File: src/rtl/mult_div_unit.sv
// Iterative radix-2 multiply/divide unit for the Minisys execute stage.
// Computes the HI/LO results of mult, multu, div and divu with a fixed
// latency of WIDTH+2 edges from the accepting edge to the write pulse.
module mult_div_unit #(
  parameter int WIDTH = 32
) (
  input  logic             clock,
  input  logic             reset,
  input  logic             start,
  input  logic [1:0]       op,
  input  logic [WIDTH-1:0] operand_a,
  input  logic [WIDTH-1:0] operand_b,
  output logic             busy,
  output logic             write_HI_LO,
  output logic [WIDTH-1:0] ALU_HI,
  output logic [WIDTH-1:0] ALU_LO,
  output logic             div_by_zero
);

  localparam int CNT_W = $clog2(WIDTH + 1);

  typedef enum logic [1:0] {
    IDLE,
    CALC,
    FIX,
    DONE
  } state_t;

  state_t state, state_next;

  logic [1:0]         op_q;
  logic               sign_a;
  logic               sign_b;
  logic               zero_b;
  logic [WIDTH-1:0]   mag_a;
  logic [WIDTH-1:0]   mag_b;
  logic [WIDTH-1:0]   orig_a;
  logic [2*WIDTH-1:0] acc;
  logic [WIDTH:0]     rem;
  logic [CNT_W-1:0]   count;

  logic               is_signed;
  logic [WIDTH:0]     mult_upper;
  logic [WIDTH:0]     div_shift;
  logic [WIDTH:0]     div_diff;
  logic               div_ge;
  logic [2*WIDTH-1:0] product_fix;
  logic [WIDTH-1:0]   quot_fix;
  logic [WIDTH-1:0]   rem_fix;
  logic [WIDTH-1:0]   hi_fix;
  logic [WIDTH-1:0]   lo_fix;

  // Only mult and div (op[0] == 0) treat operands as two's complement.
  assign is_signed = ~op[0];

  assign busy        = (state != IDLE);
  assign write_HI_LO = (state == DONE);
  assign div_by_zero = (state == DONE) && op_q[1] && zero_b;

  // State register; reset drops the unit straight back to IDLE, discarding any operation.
  always_ff @(posedge clock or negedge reset) begin
    if (!reset) begin
      state <= IDLE;
    end else begin
      state <= state_next;
    end
  end

  // Next-state logic: CALC runs until the counter has seen WIDTH iterations.
  always_comb begin
    state_next = state;
    case (state)
      IDLE:    if (start) state_next = CALC;
      CALC:    if (count == CNT_W'(WIDTH)) state_next = FIX;
      FIX:     state_next = DONE;
      DONE:    state_next = IDLE;
      default: state_next = IDLE;
    endcase
  end

  // One iteration of shift-add multiply or restoring divide, plus sign fix-up of the final result.
  always_comb begin
    mult_upper = {1'b0, acc[2*WIDTH-1:WIDTH]} + (mag_b[0] ? {1'b0, mag_a} : '0);
    div_shift  = {rem[WIDTH-1:0], mag_a[WIDTH-1]};
    div_diff   = div_shift - {1'b0, mag_b};
    div_ge     = (div_shift >= {1'b0, mag_b});

    product_fix = (sign_a ^ sign_b) ? -acc : acc;
    quot_fix    = (sign_a ^ sign_b) ? -mag_a : mag_a;
    rem_fix     = sign_a ? -rem[WIDTH-1:0] : rem[WIDTH-1:0];

    hi_fix = product_fix[2*WIDTH-1:WIDTH];
    lo_fix = product_fix[WIDTH-1:0];
    if (op_q[1]) begin
      if (zero_b) begin
        hi_fix = orig_a;
        lo_fix = '1;
      end else begin
        hi_fix = rem_fix;
        lo_fix = quot_fix;
      end
    end
  end

  // Datapath: latch magnitudes on accept, iterate in CALC, publish the corrected result on entering DONE.
  always_ff @(posedge clock or negedge reset) begin
    if (!reset) begin
      op_q   <= '0;
      sign_a <= 1'b0;
      sign_b <= 1'b0;
      zero_b <= 1'b0;
      mag_a  <= '0;
      mag_b  <= '0;
      orig_a <= '0;
      acc    <= '0;
      rem    <= '0;
      count  <= '0;
      ALU_HI <= '0;
      ALU_LO <= '0;
    end else begin
      case (state)
        IDLE: begin
          if (start) begin
            op_q   <= op;
            sign_a <= is_signed & operand_a[WIDTH-1];
            sign_b <= is_signed & operand_b[WIDTH-1];
            zero_b <= (operand_b == '0);
            mag_a  <= (is_signed && operand_a[WIDTH-1]) ? -operand_a : operand_a;
            mag_b  <= (is_signed && operand_b[WIDTH-1]) ? -operand_b : operand_b;
            orig_a <= operand_a;
            acc    <= '0;
            rem    <= '0;
            count  <= '0;
          end
        end
        CALC: begin
          if (count != CNT_W'(WIDTH)) begin
            if (op_q[1]) begin
              rem   <= div_ge ? div_diff : div_shift;
              mag_a <= {mag_a[WIDTH-2:0], div_ge};
            end else begin
              acc   <= {mult_upper, acc[WIDTH-1:1]};
              mag_b <= mag_b >> 1;
            end
            count <= count + CNT_W'(1);
          end
        end
        FIX: begin
          ALU_HI <= hi_fix;
          ALU_LO <= lo_fix;
        end
        default: begin
        end
      endcase
    end
  end

endmodule

File: config.mk
export PLATFORM = sky130hd
export DESIGN_NAME = mult_div_unit
export DESIGN_NICKNAME = d
export VERILOG_FILES = /design/src/rtl/mult_div_unit.sv
export SDC_FILE = /design/constraint.sdc
export NUM_CORES = 1
export LEC_CHECK = 0
export CORE_MARGIN = 4
export CORE_UTILIZATION = 55
export DETAILED_ROUTE_END_ITERATION = 10
export PLACE_DENSITY_LB_ADDON = 0.3
export SLEW_MARGIN = 20
export SYNTH_ARGS = -nofsm -noshare
export SYNTH_HDL_FRONTEND = slang
export SYNTH_SLANG_ARGS = --single-unit
export TNS_END_PERCENT = 30
File: constraint.sdc
create_clock -name clock -period 3.8 [get_ports clock]
set_clock_uncertainty 0.1 [all_clocks]
set_input_delay 0.76 -clock clock [delete_from_list [all_inputs] [get_ports clock]]
set_output_delay 0.76 -clock clock [all_outputs]
set_load 0.02 [all_outputs]
==> impl_metrics.toml <==
[status]
status = "finished clean"

[critical_path]
r2r_end = "acc[63]$_DFFE_PN0P_"
path_class = "reg2reg"
cp_max_fo = 6
cp-start-kind = "flop"
rr_worst_depth = 13
worstPathRequired_ps = 4210
crit_arrival_ps = 3960
crit_path_end_kind = "flop"
reg2reg_from = "mag_b[0]$_DFFE_PN0P_"
rrSetupSlack_ps = 240

[clocking]
cts_tree = "built"
clock_path_buffers = 3
cts_hold_buffers = 0
cts_buffers = 31
insertion_delay_ps = 590
cts_max_level = 1
clk_pin_slew_worst_paths_ps = 60
cts_sinks = 268
post_cts_buffers = 0
cts_root_buffer = "clkbuf_16"

[sta]
drv_slew = 0
slew_headroom_pct = 39.9
fmax_mhz = 281
final-setup-viol-count = 0
period_needed_ps = 3560
tightest_slew_ps = 902
period_share_pct = 93.6
hold_viol_final = 0

[grt]
track_usage_pct = 32.3
grt_pass1_wl_um = 99800
antenna_found_initial = 2
grt_max_degree = 82
grt_pass1_vias = 17700
grt-ovfl-total = 0

[routing]
viasPerCell = 6.35
dr.pass1.iters = 7
remaining_drc_errors = 0
vias = 18600
post_drt_wl_per_cell_um = 22.0
totalWireLength_um = 64500
ant_nets = 0
drt_iter0_markers = 1701

[yosys]
seq_area_frac_synth_pct = 34.4
ys_types = 80
yosys_warnings = 0
synth_edf_count = 0
synth.avg_cell_area_um2 = 8.31
synth_ff_type = "dfrtp_1"
synth_seq_cells = 268
postSynthCellCount = 2344
synthArstFlopShare_pct = 100
synth_nets = 2491
synth_area_um2 = 19500

[pwr]
leakagePower_nw = 9.85
power_density_nw_per_um2 = 875
ir_worst_vdd_uv = 552

[die]
die_h_um = 196
fp.dieW_um = 196
initial_core_util_pct = 56.1
core_um2 = 34700
rows = 68
dieArea_um2 = 38500
num_io_pins = 136

[run]
max_cap_violations = 0

[cells_and_area]
area_growth_pct = 16.9
final_cell_mix = "nand2_1 (279), dfrtp_1 (266), o21ai_0 (254), a21oi_1 (187), nor2_1 (158)"
finalInstanceArea_um2 = 22800
final_common_cell = "nand2_1"
layout-drive-gt1-share_pct = 8.87
num-nets-final = 2602
fin_cells = 2935
final_core_util_pct = 65.6

[min_path]
min_path_type = "in2async"

[place]
portBuffers = 135
placed_cells = 2876
dpl_cell_area_um2 = 21600
gp_congestion = 0.980
hpwl_um = 48700
[timing repair]
| action | in CTS | in global routing |
|---|---|---|
| gates resized for setup | 0 | 3 |
| setup endpoints to repair | 0 | 5 |
| hold endpoints to repair | 0 | 0 |
[critical path, cell delays in order (launching register included)]
cell and delay [ps]:
dfrtp_1 460, and2_1 170, ha_1 190, inv_1 70, fa_1 400, nor2b_1 170, o31ai_1 110, a211oi_1 300
o21ai_0 260, a2111oi_2 400, buf_4 190, nor3_1 60, or4_1 480, a21oi_1 140
[kinds of logic (layout without fill, tap and decap cells)]
group | after synthesis | in the layout | synth area share (%)
XOR/XNOR | 222 | 222 | 9.98
multiplexers | 101 | 101 | 5.49
other | 0 | 1 | 0
AND/OR/NAND/NOR | 722 | 722 | 17.6
flip-flops | 268 | 268 | 34.4
adder cells (fa/ha/maj) | 78 | 78 | 5.09
AO/OA/AOI/OAI | 719 | 719 | 22.8
buffers and inverters | 234 | 369 | 4.55
[layer usage]
layer / vias up / track usage (%) / share of wire [%]
met5: - / 0 / 0.033
met4: 4 / 17.1 / 6.2
met3: 183 / 4.72 / 8.1
met2: 877 / 53.5 / 46
met1: 8941 / 41.1 / 40
li1: 8642 / - / -
[power breakdown]
part	internal (mW)	switching [mW]	total, mW
registers	3.88	1.24	5.13
clock network	1.99	1.27	3.26
logic	4.44	7.10	11.5
[sequential cells by signal, indices dropped and copies added (netlist names)]
name	cells
acc	64
rem	32
op_q	1
sign_a	1
zero_b	1
mag_b	32
state	2
sign_b	1
mag_a	32
ALU_LO	32
ALU_HI	32
orig_a	32
count	6
[layout make-up]
type	instances	area (um2)
Inverter	96	360
Clock inverter	11	160
Multi-Input combinational cell	1842	12000
Tap cell	455	569
Timing Repair Buffer	216	2060
Clock buffer	46	952
Fill cell	2937	11900
Antenna cell	1	2.50
Sequential cell	268	6710
[cells in the mapped netlist (18+ instances only)]
cell,number,share of area [%]
nor2_1,158,3.0
mux2_2,46,2.7
clkbuf_1,115,2.2
nand2_1,280,5.4
o41ai_1,26,1.2
a211oi_1,18,0.69
a21oi_1,188,4.8
o221ai_1,33,1.5
or4_1,19,0.73
mux2i_1,55,2.8
xor2_1,105,4.7
a31oi_1,20,0.64
xnor2_1,117,5.3
or3_1,32,1.0
nor3_1,50,1.3
ha_1,76,4.9
and2_1,38,1.2
inv_1,95,1.8
nand3_1,26,0.67
o21ai_0,254,6.5
dfrtp_1,268,34
nor4_1,20,0.64
nand4_1,20,0.64
o31ai_1,39,1.5
a21o_1,32,1.2
[worst max-delay path by stage]
stage                    startpoint                    end  slack [ps]  depth (start not counted)
6_report       mag_b[0]$_DFFE_PN0P_    acc[63]$_DFFE_PN0P_         240                         13
3_3_place_gp           operand_a[8]  mag_a[17]$_DFFE_PN0P_          60                          9
5_1_grt        mag_b[0]$_DFFE_PN0P_    acc[63]$_DFFE_PN0P_          -4                         13
3_5_place_dp           operand_a[8]  mag_a[19]$_DFFE_PN0P_          80                          9
4_1_cts         rem[20]$_DFFE_PN0P_   mag_a[0]$_DFFE_PN0P_         150                         10
2_1_floorplan  mag_b[0]$_DFFE_PN0P_    acc[61]$_DFFE_PN0P_         230                         13
[through the flow]
step                hold WS [ps]  total power [mW]  setup WS, ps  TNS (ps)
floorplan                    350              12.5           226         0
global placement             362              16.0          55.4         0
detailed placement           380              16.3          77.8         0
CTS                         91.5              19.6           152         0
global route                 121              21.1         -4.38     -4.38
finish                      66.8              19.9           244         0
No activity file was read; power rests on OpenSTA's default activity.
